<file path="src/rtl/life_grid_pkg.sv">
// life_grid_pkg: shared types and Game-of-Life rule for the grid engine.
//   state_t       engine FSM states (IDLE / COMPUTE / COMMIT)
//   count_t       4-bit live-neighbour count
//   BIRTH_COUNT, SURVIVE_LO, SURVIVE_HI  B3/S23 rule constants
//   cell_next()   next state of one cell from its state and neighbour count
package life_grid_pkg;

  typedef enum logic [1:0] {
    IDLE,
    COMPUTE,
    COMMIT
  } state_t;

  typedef logic [3:0] count_t;

  localparam count_t BIRTH_COUNT = 4'd3;
  localparam count_t SURVIVE_LO  = 4'd2;
  localparam count_t SURVIVE_HI  = 4'd3;

  function automatic logic cell_next(input logic alive, input count_t count);
    return (count == BIRTH_COUNT) ||
           (alive && (count >= SURVIVE_LO) && (count <= SURVIVE_HI));
  endfunction

endpackage

</file>
<file path="src/rtl/life_row_update.sv">
// life_row_update: combinational next-generation computation of one grid row.
//   i_row_above  row above the one being updated (already edge-resolved by caller)
//   i_row_cur    row being updated
//   i_row_below  row below the one being updated (already edge-resolved by caller)
//   o_row_next   next-generation value of i_row_cur
// Horizontal edge policy: macro LIFE_GRID_TORUS_WRAP_EN wraps column -1 / GRID_WIDTH
// around the row; otherwise cells beyond the row ends read as dead.
module life_row_update
  import life_grid_pkg::*;
#(
  parameter int GRID_WIDTH = 8
) (
  input  logic [GRID_WIDTH-1:0] i_row_above,
  input  logic [GRID_WIDTH-1:0] i_row_cur,
  input  logic [GRID_WIDTH-1:0] i_row_below,
  output logic [GRID_WIDTH-1:0] o_row_next
);

  // Rows padded by one column on each side: ext[0] is column -1, ext[x+1] is column x.
  logic [GRID_WIDTH+1:0] w_above_ext;
  logic [GRID_WIDTH+1:0] w_cur_ext;
  logic [GRID_WIDTH+1:0] w_below_ext;
  count_t                w_cnt;

  always_comb begin
`ifdef LIFE_GRID_TORUS_WRAP_EN
    w_above_ext = {i_row_above[0], i_row_above, i_row_above[GRID_WIDTH-1]};
    w_cur_ext   = {i_row_cur[0],   i_row_cur,   i_row_cur[GRID_WIDTH-1]};
    w_below_ext = {i_row_below[0], i_row_below, i_row_below[GRID_WIDTH-1]};
`else
    w_above_ext = {1'b0, i_row_above, 1'b0};
    w_cur_ext   = {1'b0, i_row_cur,   1'b0};
    w_below_ext = {1'b0, i_row_below, 1'b0};
`endif
  end

  always_comb begin
    o_row_next = '0;
    w_cnt      = '0;
    for (int unsigned x = 0; x < GRID_WIDTH; x++) begin
      w_cnt = count_t'(w_above_ext[x]) + count_t'(w_above_ext[x+1]) + count_t'(w_above_ext[x+2]) +
              count_t'(w_cur_ext[x])                                 + count_t'(w_cur_ext[x+2])   +
              count_t'(w_below_ext[x]) + count_t'(w_below_ext[x+1]) + count_t'(w_below_ext[x+2]);
      o_row_next[x] = cell_next(i_row_cur[x], w_cnt);
    end
  end

endmodule

</file>
<file path="src/rtl/life_grid_engine.sv">
// life_grid_engine: sequential Game-of-Life engine. Computes one row per clock
// into a shadow buffer and commits each whole generation in a single cycle.
//   clk, reset              clock, asynchronous active-high reset
//   load_valid/load_ready   load handshake; load_state bit GRID_WIDTH*y+x
//   run_valid/run_ready     run handshake; run_count generations to advance
//   busy                    run in progress
//   done                    one-cycle pulse at end of run (or after a zero-length run)
//   grid_state              committed grid
//   generation              generations since last load (wraps)
//   stable                  last committed generation equalled its predecessor
//   extinct                 grid_state is all zero
// Macro LIFE_GRID_TORUS_WRAP_EN selects toroidal edges (vertical here, horizontal
// inside life_row_update); undefined gives a bounded plane.
module life_grid_engine
  import life_grid_pkg::*;
#(
  parameter int GRID_WIDTH  = 8,
  parameter int GRID_HEIGHT = 8,
  parameter int GEN_WIDTH   = 16
) (
  input  logic                              clk,
  input  logic                              reset,
  input  logic                              load_valid,
  output logic                              load_ready,
  input  logic [GRID_WIDTH*GRID_HEIGHT-1:0] load_state,
  input  logic                              run_valid,
  output logic                              run_ready,
  input  logic [GEN_WIDTH-1:0]              run_count,
  output logic                              busy,
  output logic                              done,
  output logic [GRID_WIDTH*GRID_HEIGHT-1:0] grid_state,
  output logic [GEN_WIDTH-1:0]              generation,
  output logic                              stable,
  output logic                              extinct
);

  localparam int                   CELLS    = GRID_WIDTH * GRID_HEIGHT;
  localparam int                   ROW_W    = $clog2(GRID_HEIGHT);
  localparam logic [ROW_W-1:0]     LAST_ROW = ROW_W'(GRID_HEIGHT - 1);
  localparam logic [ROW_W-1:0]     ROW_ONE  = ROW_W'(1);
  localparam logic [GEN_WIDTH-1:0] GEN_ONE  = GEN_WIDTH'(1);

  state_t                r_state;
  logic [CELLS-1:0]      r_grid;
  logic [GEN_WIDTH-1:0]  r_gen;
  logic [GEN_WIDTH-1:0]  r_remaining;
  logic [ROW_W-1:0]      r_row;
  logic                  r_busy;
  logic                  r_done;
  logic                  r_stable;
  logic [GRID_WIDTH-1:0] r_shadow [GRID_HEIGHT];

  logic [GRID_WIDTH-1:0] w_rows [GRID_HEIGHT];
  logic [GRID_WIDTH-1:0] w_above;
  logic [GRID_WIDTH-1:0] w_cur;
  logic [GRID_WIDTH-1:0] w_below;
  logic [GRID_WIDTH-1:0] w_next_row;
  logic [CELLS-1:0]      w_shadow_flat;
  logic                  w_load_hs;
  logic                  w_run_hs;
  logic                  w_same;
  logic                  w_empty;
  logic                  w_last_gen;

  always_comb begin
    w_rows        = '{default: '0};
    w_shadow_flat = '0;
    for (int unsigned y = 0; y < GRID_HEIGHT; y++) begin
      w_rows[y]                                    = r_grid[y*GRID_WIDTH +: GRID_WIDTH];
      w_shadow_flat[y*GRID_WIDTH +: GRID_WIDTH]    = r_shadow[y];
    end
  end

  // Vertical neighbour rows for the row currently being computed.
  always_comb begin
    w_cur = w_rows[r_row];
    if (r_row == '0) begin
`ifdef LIFE_GRID_TORUS_WRAP_EN
      w_above = w_rows[GRID_HEIGHT-1];
`else
      w_above = '0;
`endif
    end else begin
      w_above = w_rows[r_row - ROW_ONE];
    end
    if (r_row == LAST_ROW) begin
`ifdef LIFE_GRID_TORUS_WRAP_EN
      w_below = w_rows[0];
`else
      w_below = '0;
`endif
    end else begin
      w_below = w_rows[r_row + ROW_ONE];
    end
  end

  life_row_update #(
    .GRID_WIDTH(GRID_WIDTH)
  ) u_row_update (
    .i_row_above(w_above),
    .i_row_cur  (w_cur),
    .i_row_below(w_below),
    .o_row_next (w_next_row)
  );

  assign load_ready = (r_state == IDLE);
  // A pending load wins; the run requester keeps run_valid high until accepted.
  assign run_ready  = (r_state == IDLE) && !load_valid;
  assign w_load_hs  = load_valid && load_ready;
  assign w_run_hs   = run_valid && run_ready;

  assign w_same     = (w_shadow_flat == r_grid);
  assign w_empty    = (w_shadow_flat == '0);
  assign w_last_gen = (r_remaining == GEN_ONE);

  always_ff @(posedge clk or posedge reset) begin
    if (reset) begin
      r_state     <= IDLE;
      r_grid      <= '0;
      r_gen       <= '0;
      r_remaining <= '0;
      r_row       <= '0;
      r_busy      <= 1'b0;
      r_done      <= 1'b0;
      r_stable    <= 1'b0;
    end else begin
      r_done <= 1'b0;
      unique case (r_state)
        IDLE: begin
          if (w_load_hs) begin
            r_grid   <= load_state;
            r_gen    <= '0;
            r_stable <= 1'b0;
          end else if (w_run_hs) begin
            if (run_count == '0) begin
              r_done <= 1'b1;
            end else begin
              r_remaining <= run_count;
              r_row       <= '0;
              r_busy      <= 1'b1;
              r_state     <= COMPUTE;
            end
          end
        end
        COMPUTE: begin
          if (r_row == LAST_ROW) begin
            r_state <= COMMIT;
          end else begin
            r_row <= r_row + ROW_ONE;
          end
        end
        COMMIT: begin
          r_grid      <= w_shadow_flat;
          r_gen       <= r_gen + GEN_ONE;
          r_stable    <= w_same;
          r_remaining <= r_remaining - GEN_ONE;
          if (w_last_gen || w_same || w_empty) begin
            r_state <= IDLE;
            r_busy  <= 1'b0;
            r_done  <= 1'b1;
          end else begin
            r_state <= COMPUTE;
            r_row   <= '0;
          end
        end
        default: r_state <= IDLE;
      endcase
    end
  end

  // Shadow rows are fully rewritten before every commit, so no reset is needed.
  always_ff @(posedge clk) begin
    if (r_state == COMPUTE) begin
      r_shadow[r_row] <= w_next_row;
    end
  end

  assign busy       = r_busy;
  assign done       = r_done;
  assign grid_state = r_grid;
  assign generation = r_gen;
  assign stable     = r_stable;
  assign extinct    = (r_grid == '0);

endmodule

</file>
<file path="config.mk">
export PLATFORM = sky130hd
export DESIGN_NAME = life_grid_engine
export DESIGN_NICKNAME = d
export VERILOG_FILES = /design/src/rtl/life_grid_pkg.sv /design/src/rtl/life_row_update.sv /design/src/rtl/life_grid_engine.sv
export SDC_FILE = /design/constraint.sdc
export NUM_CORES = 1
export LEC_CHECK = 0
export CORE_ASPECT_RATIO = 0.6
export CORE_MARGIN = 2
export CORE_UTILIZATION = 50
export DETAILED_ROUTE_END_ITERATION = 8
export PLACE_DENSITY = 0.83
export SLEW_MARGIN = 0
export SYNTH_ARGS = -nofsm -noshare
export SYNTH_HDL_FRONTEND = slang
export SYNTH_SLANG_ARGS = --single-unit
</file>
<file path="constraint.sdc">
create_clock -name clk -period 5.4 [get_ports clk]
set_input_delay 1.08 -clock clk [delete_from_list [all_inputs] [get_ports clk]]
set_output_delay 1.08 -clock clk [all_outputs]
set_load 0.01 [all_outputs]
</file>
==> results of run 1 <==
through the flow:
step                utilization (%)  hold slack, ns
floorplan                         -           0.470
global placement               62.5           0.469
detailed placement             62.5           0.480
CTS                            65.1           0.496
global route                   65.2           0.509
finish                         65.2           0.494
cell families after synthesis:
| group | Yosys count | share of synthesized area, % |
|---|---|---|
| compound gates | 302 | 18.2 |
| fa+ha+maj | 57 | 8.52 |
| flops | 168 | 41.4 |
| mux | 68 | 10.0 |
| buf+inv | 126 | 4.78 |
| xor+xnor | 73 | 5.85 |
| simple gates | 227 | 11.2 |
sequential cells by signal, summed over array words and instances, names as in the netlist:
name,count
r_state,2
done,1
grid_state,64
busy,1
r_remaining,16
r_row,3
stable,1
generation,16
r_shadow,64
area by class of cell:
type	count	area [um^2]
well taps	279	349
multi-input cells	727	5950
clock inverters	13	104
repair buffers	239	2240
fillers	1650	7390
flip-flops and latches	168	4530
inverters	60	228
clock buffers	19	443
worst reg2reg max path, delay by kind of cell (launching register included):
family / cells / cell delay (ns)
adders and majority gates: 6 / 2.44
AOI/OAI and AO/OA: 1 / 0.56
muxes: 3 / 0.54
DFF: 1 / 0.51
buffers and inverters: 5 / 0.46
and+or+nand+nor: 2 / 0.32
xor gates and xnor gates: 1 / 0.19
metal layers:
layer | part of all wire, % | track usage (%)
met5 | 0.38 | 4.36
met4 | 2.6 | 11.0
met3 | 17 | 18.0
met2 | 39 | 48.5
met1 | 41 | 55.7
worst paths after layout:
| path | end | slack [ns] | from | cells past startpoint |
|---|---|---|---|---|
| worst min register to register | stable | 0.49 | stable | 2 |
| worst max register to register | r_shadow[3][4] | 0.11 | r_row[1] | 18 |
| max in group asynchronous | grid_state[33] | 3.46 | reset | 3 |
| min in group asynchronous | generation[15] | 0.93 | reset | 2 |
| worst max-delay path | r_shadow[3][4] | 0.11 | r_row[1] | 18 |
| worst min-delay path | stable | 0.49 | stable | 2 |
placed cells by master, fill, tap and decap left out, types with 4 or more instances in the layout:
| cell | netlist | routed |
|---|---|---|
| nor3_1 | 11 | 11 |
| nor4_1 | 39 | 39 |
| a21oi_1 | 36 | 36 |
| nand2b_1 | 13 | 13 |
| nor2b_1 | 7 | 6 |
| a22oi_1 | 131 | 131 |
| a211oi_1 | 10 | 8 |
| nand3_1 | 8 | 8 |
| ha_1 | 28 | 28 |
| xnor2_1 | 65 | 64 |
| mux2i_1 | 26 | 23 |
| xor2_1 | 8 | 8 |
| nand2_1 | 29 | 29 |
| mux4_2 | 32 | 32 |
| clkinv_2 | 0 | 7 |
| o21ai_0 | 92 | 92 |
| or2_2 | 8 | 8 |
| nor2_1 | 60 | 59 |
| fa_1 | 29 | 29 |
| nand4_1 | 32 | 32 |
| inv_1 | 59 | 57 |
| clkbuf_16 | 0 | 17 |
| a221oi_2 | 0 | 4 |
| dfrtp_1 | 104 | 101 |
| buf_4 | 3 | 68 |
| edfxtp_1 | 64 | 64 |
| mux2_2 | 10 | 10 |
| clkdlybuf4s50_1 | 0 | 169 |
| or3_1 | 6 | 6 |
timing repair:
action | CTS | global route
hold endpoints to repair | 0 | 0
gates resized for setup | 0 | 4
setup endpoints to repair | 0 | 16
==> summary.md, run 1 <==
| Metric | Value |
|---|---|
| Vias per inst | `between 6 and 7` |
| Largest net degree at the start of global routing | `66` |
| Final std cell area, no fill | `approximately 14,000 um^2` |
| CP Class | `flip-flop to flip-flop` |
| All-Layer GR Usage | `roughly 38%` |
| First-pass DRT Iterations | `8` |
| Number of buffers inserted by post-CTS setup repair | `0` |
| Post-Syn Area per Cell | `~11 um^2` |
| Final Hold Vio Count | `0` |
| Post-layout nets | `1,354` |
| Number of instances in the synthesized netlist | `1,021` |
| RD Place Congestion | `1.07` |
| Top post-synthesis cells by area | `dfrtp_1 24%, edfxtp_1 18%, a22oi_1 9.0%` |
| Clock skew | `between 0.01 and 0.015 ns` |
| CTS H-Tree Depth | `4` |
| Clock tree from TritonCTS | `built` |
| Area of the core | `approximately 21,000 um^2` |
| Die height | `around 120 um` |
| Yosys warnings | `0` |
| Wire length of the first global-routing pass | `~64,000 um` |
| Critical path buffers and inverters | `5` |
| Largest area contributor in the synthesized netlist | `dfrtp_1` |
| Synthesized cell area | `about 11,000 um^2` |
| Total number of vias | `~10k` |
| Slowest cell delay on critical path | `approximately 0.56 ns` |
| Arrival time reported for the critical path endpoint | `between 5 and 6 ns` |
| Core Rows | `between 40 and 50` |
| Number of buffers added by the clock tree synthesis step | `17` |
| # port buffers | `approximately 170` |
| Die area | `23,100 um^2` |
| Most common library cells after synthesis | `131 x a22oi_1, 104 x dfrtp_1, 92 x o21ai_0` |
| Clock net sink count | `168` |
| Maximum clock insertion buffer count | `2` |
| Largest fanout of any net on the critical path | `24` |
| RSZ-0062 raised after global routing | `no` |
| Max stage delay cell, worst path | `a211oi_2` |
| Clock root cell | `clkbuf_16` |
| Achievable frequency | `189 MHz` |
| Layout Cells excl Fill | `roughly 1.5k` |
| Detailed-route wire length | `roughly 43,000 um` |
| Kind of start point of the critical path | `flip-flop` |
| Dominant delay contributor by cell family on the critical path | `adder cells` |
| Class of the tightest hold or removal check | `flip-flop to flip-flop` |
| Post-CTS clock slew at the launch and capture registers of the worst setup and hold paths | `roughly 0.070 ns` |
| Setup slack of the critical path after layout | `between 0.1 and 0.15 ns` |
| Max_slew headroom | `between 20% and 30%` |
| Fraction of registers with async set/reset | `roughly three fifths` |
| Crit-path most repeated cell | `fa_1` |
| Initial detailed-routing violation count | `1,891` |
| Total of hold buffers inserted after clock tree synthesis | `0` |
| Number of antenna violations at the first check in global routing | `2` |
| Number of max-slew violations in the final report | `0` |
| Post-synthesis net count | `~1.2k` |
| Flip-flop and latch count after synthesis | `168` |
| Outcome | `finished, final reports clean` |
| Number of enable-type register cells in the synthesized netlist | `64` |
| Top-area cell type share of the netlist area | `between 20% and 30%` |
| Area growth from synthesis to layout | `26.8%` |
| Final global-route overflow total | `0` |
| Predominant post-synthesis flop cell | `dfrtp_1` |
| Accumulated negative setup slack | `0 ns` |
| Clk Latency, worst-skew pair | `0.44 ns` |
| Via count of the first global-routing pass | `~10k` |
| Post-synthesis sequential area ratio | `between 40% and 50%` |
| Count of distinct cell types in the synthesized netlist | `between 60 and 70` |
| Tcrit/Tclk final | `a little over nine tenths` |
| Final setup violating endpoints | `0` |
| Antenna diode count | `0` |
| Placed insts | `around 1.5k` |
| Share of final-layout standard cells stronger than drive strength 1 | `~15%` |
| Drt drc | `0` |
| Top-count cell post-synth | `a22oi_1` |
| Number of max-cap violations | `0` |
| Placed inst area | `approximately 13,000 um^2` |
| Routed Antenna Nets | `0` |
| Floorplan die width | `~190 um` |
| Sum of net half-perimeters after detailed placement | `around 33,000 um` |
| Worst Setup Slack post-DPL | `~0.16 ns` |
| Endpoint required time on the critical path | `5.56 ns` |
| Effective utilization at floorplan | `slightly above 50%` |
| Cell-by-cell trace of the critical path | `inv_2 > ha_1 > xnor2_2 > buf_12 > mux4_2 > mux2i_1 > nor2_1 > ha_1 > inv_1 > fa_1 > inv_1 > fa_1 > inv_1 > fa_1 > fa_1 > nor3_1 > mux2i_1 > a211oi_2` |
| Critical Path End Type | `flip-flop` |
| Mean routed wirelength per cell | `between 20 and 30 um` |
| Post-layout minimum cycle time | `about 5.3 ns` |
| Total I/O pin count | `170` |
| Slew at the pin closest to its max-slew limit | `roughly 1.1 ns` |
Power of run 1 is left out: the tool's default activity adds up to more than one toggle a clock period on the data nets, which glitch-free logic cannot reach.
==> run 2, diff against run 1 <==
--- a/config.mk
+++ b/config.mk
@@ -9,6 +9,7 @@
 export CORE_MARGIN = 2
 export CORE_UTILIZATION = 50
 export DETAILED_ROUTE_END_ITERATION = 8
+export HOLD_SLACK_MARGIN = 0.05
 export PLACE_DENSITY = 0.83
 export SLEW_MARGIN = 0
 export SYNTH_ARGS = -nofsm -noshare
==> results of run 2 <==
Final layout, timing and power as in run 1 (identical DEF).
Power of run 2 is left out for the same reason.
